File: config.mk
export PLATFORM = sky130hd
export DESIGN_NAME = trng_word_collector
export DESIGN_NICKNAME = d
export VERILOG_FILES = /design/src/rtl/trng_pkg.sv /design/src/rtl/trng_vn_debias.sv /design/src/rtl/trng_word_collector.sv
export SDC_FILE = /design/constraint.sdc
export NUM_CORES = 1
export LEC_CHECK = 0
export ABC_CLOCK_PERIOD_IN_PS = 3400
export BUFFER_PORTS_ARGS = -buffer_cell sky130_fd_sc_hd__buf_2
export CORE_ASPECT_RATIO = 0.7
export CORE_MARGIN = 8
export CORE_UTILIZATION = 40
export CTS_CLUSTER_DIAMETER = 80
export DETAILED_ROUTE_END_ITERATION = 12
export PLACE_DENSITY = 0.62
export SLEW_MARGIN = 10
export SYNTH_ARGS = -nofsm -noshare
export SYNTH_HDL_FRONTEND = slang
export SYNTH_HIERARCHICAL = 1
export SYNTH_SLANG_ARGS = --single-unit
File: constraint.sdc
create_clock -name clk -period 3.4 [get_ports clk]
set_input_delay 0.34 -clock clk [delete_from_list [all_inputs] [get_ports clk]]
set_output_delay 0.34 -clock clk [all_outputs]
set_load 0.02 [all_outputs]
File: src/rtl/trng_pkg.sv
// Shared types and constants for the TRNG word collector.
// The run/fail state is shared by the collector and by any CSR logic that reports it.
package trng_pkg;

   typedef enum logic {
      RUN  = 1'b0,
      FAIL = 1'b1
   } state_t;

   localparam int DROP_CNT_W    = 16;
   localparam int DEF_WORD_W    = 32;
   localparam int DEF_REP_LIMIT = 16;

endpackage

File: src/rtl/trng_vn_debias.sv
// Von Neumann debiaser: takes raw bits in pairs, emits the first bit of 01/10 pairs.
// Emission is combinational with the second bit of the pair; flush empties the pair register.
module trng_vn_debias (
   input  logic clk,
   input  logic rst,
   input  logic flush,
   input  logic in_bit,
   input  logic in_valid,
   output logic out_bit,
   output logic out_valid
);

   logic have_first;
   logic first_bit;

   assign out_bit   = first_bit;
   assign out_valid = in_valid && have_first && (first_bit != in_bit);

   // NOTE: sequential state uses non-blocking assignments so every register samples pre-edge values.
   always_ff @(posedge clk) begin
      if (rst || flush) begin
         have_first <= 1'b0;
         first_bit  <= 1'b0;
      end else if (in_valid) begin
         have_first <= !have_first;
         if (!have_first)
            first_bit <= in_bit;
      end
   end

endmodule

File: src/rtl/trng_word_collector.sv
// Collects TRNG raw bits, optionally debiases them, packs MSB-first words and offers them
// on a valid/ready handshake while a repetition-count health test guards the raw stream.
module trng_word_collector
   import trng_pkg::*;
#(
   parameter int WORD_W    = DEF_WORD_W,
   parameter int REP_LIMIT = DEF_REP_LIMIT,
   parameter bit DEBIAS    = 1'b1
) (
   input  logic                  clk,
   input  logic                  rst,
   input  logic                  enable,
   input  logic                  random_bit,
   input  logic                  random_valid,
   input  logic                  word_ready,
   input  logic                  clear_fail,
   output logic [WORD_W-1:0]     word_data,
   output logic                  word_valid,
   output logic                  health_fail,
   output logic [DROP_CNT_W-1:0] drop_cnt
);

   localparam int CNT_W = $clog2(WORD_W + 1);
   localparam int REP_W = $clog2(REP_LIMIT + 1);

   state_t            state;
   state_t            state_next;
   logic [WORD_W-1:0] shifter;
   logic [CNT_W-1:0]  bit_cnt;
   logic [REP_W-1:0]  rep_cnt;
   logic              last_bit;

   logic              accept;
   logic              rep_match;
   logic [REP_W-1:0]  rep_next;
   logic              trip;
   logic              pair_clear;
   logic              deb_bit;
   logic              deb_valid;
   logic              emit;
   logic [WORD_W-1:0] shift_in;
   logic [CNT_W-1:0]  cnt_inc;
   logic              word_done;
   logic              hold_free;

   assign accept    = enable && random_valid && (state == RUN);
   // An empty rep count means no reference bit yet, so the first bit always restarts the run.
   assign rep_match = (rep_cnt != '0) && (random_bit == last_bit);
   assign rep_next  = rep_match ? rep_cnt + 1'b1 : REP_W'(1);
   assign trip      = accept && (rep_next == REP_W'(REP_LIMIT));
   assign pair_clear = !enable || trip || (state == FAIL);

   generate
      if (DEBIAS) begin : g_debias
         trng_vn_debias u_debias (
            .clk       (clk),
            .rst       (rst),
            .flush     (pair_clear),
            .in_bit    (random_bit),
            .in_valid  (accept),
            .out_bit   (deb_bit),
            .out_valid (deb_valid)
         );
      end else begin : g_raw
         assign deb_bit   = random_bit;
         assign deb_valid = accept;
      end
   endgenerate

   // The tripping bit must never reach the shifter.
   assign emit      = deb_valid && !trip;
   assign shift_in  = {shifter[WORD_W-2:0], deb_bit};
   assign cnt_inc   = bit_cnt + 1'b1;
   assign word_done = emit && (cnt_inc == CNT_W'(WORD_W));
   assign hold_free = !word_valid || word_ready;

   assign health_fail = (state == FAIL);

   // NOTE: default assignment first keeps this block free of inferred latches.
   always_comb begin
      state_next = state;
      if (state == RUN) begin
         if (trip)
            state_next = FAIL;
      end else if (clear_fail) begin
         state_next = RUN;
      end
   end

   always_ff @(posedge clk) begin
      if (rst)
         state <= RUN;
      else
         state <= state_next;
   end

   always_ff @(posedge clk) begin
      if (rst) begin
         rep_cnt  <= '0;
         last_bit <= 1'b0;
      end else if (state == FAIL) begin
         if (clear_fail)
            rep_cnt <= '0;
      end else if (accept) begin
         rep_cnt <= rep_next;
         if (!rep_match)
            last_bit <= random_bit;
      end
   end

   always_ff @(posedge clk) begin
      if (rst || !enable || trip || (state == FAIL)) begin
         shifter <= '0;
         bit_cnt <= '0;
      end else if (emit) begin
         shifter <= shift_in;
         bit_cnt <= word_done ? '0 : cnt_inc;
      end
   end

   always_ff @(posedge clk) begin
      if (rst) begin
         word_data  <= '0;
         word_valid <= 1'b0;
         drop_cnt   <= '0;
      end else if (trip) begin
         word_data  <= '0;
         word_valid <= 1'b0;
      end else if (word_done && hold_free) begin
         word_data  <= shift_in;
         word_valid <= 1'b1;
      end else begin
         if (word_done && (drop_cnt != {DROP_CNT_W{1'b1}}))
            drop_cnt <= drop_cnt + 1'b1;
         if (word_valid && word_ready)
            word_valid <= 1'b0;
      end
   end

endmodule

==> results of run 1 <==
[registers in the layout, indices dropped and copies added, names as in the netlist]
register and flops:
rep_cnt 5, g_debias.u_debias/out_bit 1, g_debias.u_debias/have_first 1, word_data 32
last_bit 1, word_valid 1, shifter 31, bit_cnt 6
drop_cnt 16, health_fail 1
[metrics by stage]
stage / cells / hold WS [ns]
floorplan: 461 / 0.4109
global placement: 627 / 0.4490
detailed placement: 627 / 0.4640
CTS: 642 / 0.2842
global route: 642 / 0.3295
finish: 642 / 0.2929
[metal layers]
| layer | GRT usage [%] | part of all wire (%) |
|---|---|---|
| met4 | 4.742 | 1.3 |
| met5 | 0 | 0 |
| met3 | 3.700 | 4.4 |
| met2 | 20.44 | 47 |
| met1 | 16.02 | 47 |
[layout by cell type (no fill, tap or decap), types with 3 or more instances in the layout]
master,instances
sky130_fd_sc_hd__dfxtp_1,95
sky130_fd_sc_hd__nand2_1,77
sky130_fd_sc_hd__buf_2,56
sky130_fd_sc_hd__a21oi_1,48
sky130_fd_sc_hd__mux2i_1,37
sky130_fd_sc_hd__nor2_2,30
sky130_fd_sc_hd__nor2_1,24
sky130_fd_sc_hd__nand3_1,11
sky130_fd_sc_hd__o21ai_0,10
sky130_fd_sc_hd__clkbuf_16,9
sky130_fd_sc_hd__or3_1,8
sky130_fd_sc_hd__nor2b_1,6
sky130_fd_sc_hd__xor2_1,6
sky130_fd_sc_hd__nand4_1,6
sky130_fd_sc_hd__inv_1,5
sky130_fd_sc_hd__nor3_1,5
sky130_fd_sc_hd__ha_1,5
sky130_fd_sc_hd__and3_1,4
sky130_fd_sc_hd__a211oi_1,4
sky130_fd_sc_hd__and3b_1,3
sky130_fd_sc_hd__and2b_1,3
sky130_fd_sc_hd__nor4_1,3
sky130_fd_sc_hd__buf_4,3
sky130_fd_sc_hd__buf_12,3
[Yosys cell counts (2+ instances only)]
cell / count / area (um^2)
sky130_fd_sc_hd__dfxtp_1: 95 / 1902
sky130_fd_sc_hd__a211oi_1: 4 / 30.03
sky130_fd_sc_hd__buf_4: 4 / 30.03
sky130_fd_sc_hd__inv_1: 5 / 18.77
sky130_fd_sc_hd__nand2_1: 77 / 289.0
sky130_fd_sc_hd__xnor2_1: 2 / 17.52
sky130_fd_sc_hd__and2b_1: 3 / 22.52
sky130_fd_sc_hd__nor2_1: 24 / 90.09
sky130_fd_sc_hd__buf_12: 3 / 60.06
sky130_fd_sc_hd__ha_1: 5 / 62.56
sky130_fd_sc_hd__and3_1: 4 / 25.02
sky130_fd_sc_hd__a21oi_1: 48 / 240.2
sky130_fd_sc_hd__nor2_2: 30 / 187.7
sky130_fd_sc_hd__or3_1: 8 / 50.05
sky130_fd_sc_hd__buf_6: 2 / 22.52
sky130_fd_sc_hd__nor2b_1: 6 / 37.54
sky130_fd_sc_hd__clkbuf_1: 8 / 30.03
sky130_fd_sc_hd__and4_1: 2 / 17.52
sky130_fd_sc_hd__nand2b_1: 3 / 18.77
sky130_fd_sc_hd__and3b_1: 3 / 26.28
sky130_fd_sc_hd__mux2_2: 2 / 22.52
sky130_fd_sc_hd__buf_2: 11 / 55.05
sky130_fd_sc_hd__nor4b_1: 2 / 17.52
sky130_fd_sc_hd__o21ai_0: 10 / 50.05
sky130_fd_sc_hd__nor4_1: 3 / 18.77
sky130_fd_sc_hd__nor3_2: 2 / 20.02
sky130_fd_sc_hd__or3b_2: 2 / 17.52
sky130_fd_sc_hd__nor3_1: 5 / 25.02
sky130_fd_sc_hd__or4_1: 2 / 15.01
sky130_fd_sc_hd__nand4_1: 6 / 37.54
sky130_fd_sc_hd__mux2i_1: 37 / 370.4
sky130_fd_sc_hd__o31ai_1: 2 / 15.01
sky130_fd_sc_hd__o41ai_1: 2 / 17.52
sky130_fd_sc_hd__and2_1: 2 / 12.51
sky130_fd_sc_hd__nand4b_1: 2 / 17.52
sky130_fd_sc_hd__xor2_1: 6 / 52.55
sky130_fd_sc_hd__nand3_1: 11 / 55.05
[final cells by class]
cell class	instances	area share [%]
clock inverter	4	0.9916
sequential	95	39.67
inverter	5	0.3914
multi-input combinational	333	43.08
timing repair buffer	62	7.568
tap	132	3.445
clock buffer	11	4.854
[worst min-delay path, delay by kind of cell]
family	cells	cell delay, ns
AO/OA/AOI/OAI	1	0.06
AND/OR/NAND/NOR	1	0.10
buffers and inverters	1	0.09
[cell families (layout without fill, tap and decap cells)]
| family | after synthesis | after routing | share of synthesized area (%) |
|---|---|---|---|
| buffers and inverters | 33 | 82 | 5.177 |
| AOI/OAI and AO/OA | 72 | 72 | 9.695 |
| DFF | 95 | 95 | 45.48 |
| adders and majority gates | 5 | 5 | 1.496 |
| and+or+nand+nor | 207 | 207 | 26.45 |
| muxes | 41 | 41 | 10.02 |
| xor gates and xnor gates | 8 | 8 | 1.676 |
[report_power, final]
part | internal, W | switching (W) | total [W]
logic | 0.0000161 | 0.0000368 | 0.0000530
registers | 0.00111 | 0.00000239 | 0.00112
clock network | 0.000564 | 0.000403 | 0.000967
[path summary, 6_finish.rpt]
| path | cells past startpoint | slack (ns) | end |
|---|---|---|---|
| worst min-delay path | 3 | 0.29 | health_fail |
| worst max register to register | 8 | 0.43 | drop_cnt[8] |
| worst min register to register | 2 | 0.47 | shifter[23] |
| worst max-delay path | 8 | 0.43 | drop_cnt[8] |
==> results.txt, run 1 <==
- Among all flip-flop cells after synthesis, the most frequent one is sky130_fd_sc_hd__dfxtp_1.
- In this run the core area contains 31 standard-cell rows.
- The run finished with clean final reports.
- Cells fill 46.65% of the core in the end.
- Worst clock skew: 0.008120 ns
- Class of the most critical setup path: register to register
- The number of antenna diodes in the final layout is 0.
- The number of setup buffers added after CTS is 0.
- Peak Freq: 336.2 MHz
- Initial cell density of the core: 40.68%
* Core region area: 10280 um^2
- The worst setup path is launched from a register.
* Pre-Repair DR Iteration Count: 4
* Clock slew seen by the registers of the worst setup and hold paths: 0.06 ns
- Storage cell area: 1902 um^2
* Via count of the first global-routing pass: 3039
- Global-route wire length before repair: 14860 um
* Final #Nets: 518
- TritonCTS clock tree: yes
- Setup violators final: 0
- Yosys printed 6 warnings.
- FILL cells: 980
* Maximum ir drop on the vdd rail: 0.0002365 V
* DP HPWL: 6023 um
* Sum of negative setup slack: 0 ns
- The H-tree was split into 3 levels.
- Wires add up to 8855 um.
- With fillers left out, the area of the finished cells amounts to 4795 um^2.
- Critical path's top delay family: simple AND/OR/NAND/NOR gates
* Crit path time final: 2.974 ns
- Max capacitance violation total: 0
- Via total after detailed routing: 3316
* Seq cells post-synth: 95
- Clock buffer count from CTS: 9
- In this run the static leakage power is 1.999 nW.
* Data required time at the worst endpoint: 3.62 ns
* Cell with the largest stage delay on the worst path: sky130_fd_sc_hd__a2111o_1
- In this run the tightest slew margin relative to its limit is 59.44%.
- The die covers 14030 um^2.
- Crit path setup slack, layout: 0.4257 ns
* Total Routing Usage GR: 12.75%
- CTS resizes: 0
- Max Transition Viols Final: 0
- Cells with a size suffix above 1 make up 23.92% of the layout.
- Dividing the detail-routed wire length by the instance count gives 13.79 um.
- Syn_nets: 473
* Total area of multi-input combinational cells: 2066 um^2
- For this design the top-level I/O count stands at 57.
- The number of hold buffers added after CTS was 0.
- The initial antenna violation count was 0.
* Critical-path maximum fanout: 14
* First DRT Iteration DRCs: 217
- Routability congestion estimate: 0.8245
- Number of cells produced by synthesis: 461
- Dpl cell area: 4514 um^2
- Sequential-to-total area share from yosys stat: 45.48%
- OpenSTA, run right after detailed placement, puts the worst setup slack at 0.3965 ns.
- In this design, the stage delay of the slowest critical-path cell is 0.48 ns.
- Data arrives at the worst endpoint at 3.20 ns.
- Clock sink total: 95
- At the pin with the least slew margin, the transition time is 0.6038 ns.
* Hold Path Class: input pin to register
* Async S/R FF share, synth: 0%
- Tracing the worst setup path back leads to its startpoint at rep_cnt[1].
- CTS Root Buffer Type: sky130_fd_sc_hd__clkbuf_16
- Counting both buffers and inverters, the worst setup path holds a total of 1.
* Power per cell area: 445.7 nW/um^2
- Input and output buffers added on the ports amount to 56.
* Mean number of vias per cell: 5.165
* Floorplan die width: 138.2 um
- RSZ-0062 raised after global routing: no
* Period utilization: 87.48%
- The count of nets left with antenna violations once routing finished came out at 0.
* Largest buffer count on any clock path: 2
- Clock insertion delay at the later pin of the skew report: 0.34 ns
- The worst setup path is captured at a register.
- In this run the most critical hold path is launched from clear_fail.
* Area grow syn2layout: 14.66%
* Worst R2R Start: rep_cnt[1]
- The hold violation total from the final report is 0.
* Post-Synthesis Mean Instance Area: 9.071 um^2
- Die H: 101.5 um
- For this run, design rule violations remaining after detail routing come to 0.
- Count of unique library cells instantiated by Yosys: 55
* Number of enable flip-flop cells after synthesis: 0
- Entering global routing, the biggest net connects 38 pins.
- The mapped netlist covers 4182 um^2.
- Critical-path cell list: inv_1 > ha_1 > nor4b_1 > or3b_4 > a2111o_1 > nand2_1 > nor4_1 > mux2_2
- Global-route congestion overflow total: 0
* Design Power: 0.002137 W
Power figures use the tool's default switching activity.
==> inputs of run 2 (changes only) <==
--- a/config.mk
+++ b/config.mk
@@ -7,12 +7,14 @@
 export LEC_CHECK = 0
 export ABC_CLOCK_PERIOD_IN_PS = 3400
 export BUFFER_PORTS_ARGS = -buffer_cell sky130_fd_sc_hd__buf_2
+export CELL_PAD_IN_SITES_DETAIL_PLACEMENT = 1
+export CELL_PAD_IN_SITES_GLOBAL_PLACEMENT = 2
 export CORE_ASPECT_RATIO = 0.7
 export CORE_MARGIN = 8
-export CORE_UTILIZATION = 40
+export CORE_UTILIZATION = 35
 export CTS_CLUSTER_DIAMETER = 80
 export DETAILED_ROUTE_END_ITERATION = 12
-export PLACE_DENSITY = 0.62
+export PLACE_DENSITY = 0.82
 export SLEW_MARGIN = 10
 export SYNTH_ARGS = -nofsm -noshare
 export SYNTH_HDL_FRONTEND = slang
==> run 2 against run 1 <==
Effect of this change: first-iteration DRC count is 48% lower; cell area is 1.2% higher; die area is 12% higher; combinational power hardly changed; hold slack better by 0.0086 ns; fmax is 1.8% lower; critical endpoint unchanged.
==> results.txt, run 2 (synthesis results as in run 1) <==
- The global-route wire length before repair came to 17190 um (+16%).
- The CTS clock-pin slew for the worst setup and hold paths was 0.07 ns (about the same).
* First DRT Iteration DRCs: 112 (-48%)
- The number of clock sinks is 95 (unchanged).
* Total Routing Usage GR: 13.25% (+0.51 points)
* Arrival time reported for the critical path endpoint: 3.26 ns (+0.06 ns)
- The placed cell area is 4553 um^2 (+0.86%).
- Maximum ir drop on the vdd rail: 0.0002240 V (-5.3%)
- Largest buffer count on any clock path: 2 (unchanged)
* Clock insertion delay at the later pin of the skew report: 0.34 ns (about the same)
- Sum of negative setup slack: 0 ns (unchanged)
- TritonCTS clock tree: yes
* Hold Buf Count CTS: 0 (unchanged)
- Area grow syn2layout: 16.01%
- The critical path in this run is classified as register to register.
* Initial cell density of the core: 35.79% (-4.9 points)
- Die H: 107.5 um (+5.8%)
- Antenna diode count: 0 (unchanged)
* CTS Root Buffer Type: sky130_fd_sc_hd__clkbuf_16
* Buffer count from post-CTS setup fixing: 0 (unchanged)
* Number of flip-flops under the largest register name: 32 (unchanged)
- Worst clock skew: 0.007809 ns (-0.0003104 ns)
- In this run the worst hold path is classified as input pin to register.
* Design Power: 0.002190 W (+2.5%)
- The fill cell instance count of the final layout is 1373 (+40%).
* Data required time at the worst endpoint: 3.63 ns (about the same)
- The mean number of vias per cell was 4.976 (-3.7%).
* Antenna violations before repair: 0 (unchanged)
- The slew at the pin closest to its max-slew limit is 0.5963 ns (-0.007508 ns).
- Largest net degree at the start of global routing: 38 (unchanged)
* Register with the highest flop count: word_data
- Reg2Reg Setup Slack: 0.37 ns (-0.05 ns)
- IO Count: 57 (unchanged)
* Setup violators final: 0 (unchanged)
- Number of port buffers: 56 (unchanged)
- The final cycle utilization of the critical path is 89.06% (+1.6 points).
- Remaining routing DRC violations: 0 (unchanged)
- Max Transition Viols Final: 0 (unchanged)
* Max capacitance violation total: 0 (unchanged)
- Number of cell rows: 33 (+6.5%)
- The power per unit of standard cell area was 451.5 nW/um^2 (+1.3%).
* Share of cells above drive strength 1: 24.41% (+0.49 points)
- The remaining global-route overflow came to 0 (unchanged).
- Crit path capture type: register
- Most frequent cells in the layout: sky130_fd_sc_hd__dfxtp_1, sky130_fd_sc_hd__nand2_1, sky130_fd_sc_hd__buf_2, sky130_fd_sc_hd__a21oi_1, sky130_fd_sc_hd__mux2i_1
- In the final layout, the registers with the most flip-flops are word_data (32), shifter (31), drop_cnt (16).
- Leaving out fill and tap cells, the most frequent cell in the layout is sky130_fd_sc_hd__dfxtp_1.
- RSZ-0062 raised after global routing: no
- Detail-routed net length per standard cell: 14.86 um (+7.8%)
* CTS H-Tree Depth: 3 (unchanged)
* Leakage dissipation: 2.012 nW (+0.66%)
* Pre-Repair DR Iteration Count: 4 (unchanged)
* Non-Filler Cell Area, Final: 4851 um^2 (+1.2%)
- The normalized max-slew margin is 60.25% (+0.81 points).
- STA classifies the critical path startpoint as a register.
- The placeable core region is 11690 um^2 (+14%).
- Via count of the first global-routing pass: 3536 (+16%)
- The final layout net count was 519 (+0.19%).
- The number of buffers added by the clock tree synthesis step came to 9 (unchanged).
- Antenna Violating Nets Remaining: 0 (unchanged)
- The hold violation total from the final report came to 0 (unchanged).
- Wirelength, routed: 9944 um (+12%)
* Crit path time final: 3.028 ns (+0.05362 ns)
* Floorplan die width: 146.6 um (+6.1%)
- CTS resizes: 0 (unchanged)
- DP HPWL: 7030 um (+17%)
* Critical-path maximum fanout: 14 (unchanged)
- Outcome: complete, no violations
* Die outline area: 15760 um^2 (+12%)
* Routability congestion estimate: 0.7638 (-7.4%)
* Via total after detailed routing: 3329 (+0.39%)
* Core Util, Final: 41.51% (-5.1 points)
- The achievable frequency was 330.3 MHz (-1.8%).
## run 2: worst paths after layout
| check | startpoint | to | cells after the start |
|---|---|---|---|
| worst min-delay path | clear_fail | health_fail | 3 |
| worst min register to register | shifter[30] | shifter[30] | 2 |
| worst max-delay path | rep_cnt[1] | drop_cnt[8] | 8 |
| worst max register to register | rep_cnt[1] | drop_cnt[8] | 8 |
## run 2: per-layer routing
metal | GRT usage, % | wire, um | vias up
met4 | 3.223 | 77 | 0
met1 | 15.49 | 4752 | 1621
li1 | - | - | 1675
met5 | 0 | 0 | -
met2 | 23.41 | 4809 | 27
met3 | 4.032 | 304 | 6
## run 2: critical path, stage by stage, from the launching register on
cell and delay, ns:
sky130_fd_sc_hd__dfxtp_1 0.36, sky130_fd_sc_hd__inv_1 0.10, sky130_fd_sc_hd__ha_1 0.15, sky130_fd_sc_hd__nor4b_1 0.33, sky130_fd_sc_hd__or3b_4 0.24, sky130_fd_sc_hd__a2111o_1 0.50
sky130_fd_sc_hd__nand2_1 0.39, sky130_fd_sc_hd__nor4_1 0.47, sky130_fd_sc_hd__mux2_2 0.38
## run 2: per-stage QoR
step | cells | hold slack (ns) | setup slack (ns)
2_1_floorplan | 461 | 0.4109 | 0.8515
3_3_place_gp | 653 | 0.4498 | 0.5204
3_5_place_dp | 653 | 0.4575 | 0.3529
4_1_cts | 669 | 0.2780 | 0.3385
5_1_grt | 669 | 0.2968 | 0.08324
6_report | 669 | 0.3015 | 0.3721
## run 2: where the power goes
group          internal, W  total [W]  switching [W]  leakage (nW)
registers          0.00111    0.00112     0.00000251         0.765
clock network     0.000575    0.00102       0.000446         0.143
logic            0.0000162  0.0000532      0.0000371          1.10
## run 2: layout make-up
type | count | area, um^2 | area share [%]
flip-flops and latches | 95 | 1902 | 39.21
clock buffers | 10 | 229.0 | 4.720
clock inverters | 6 | 68.82 | 1.419
well taps | 157 | 196.4 | 4.050
multi-input cells | 333 | 2066 | 42.58
inverters | 5 | 18.77 | 0.3869
repair buffers | 63 | 370.4 | 7.635
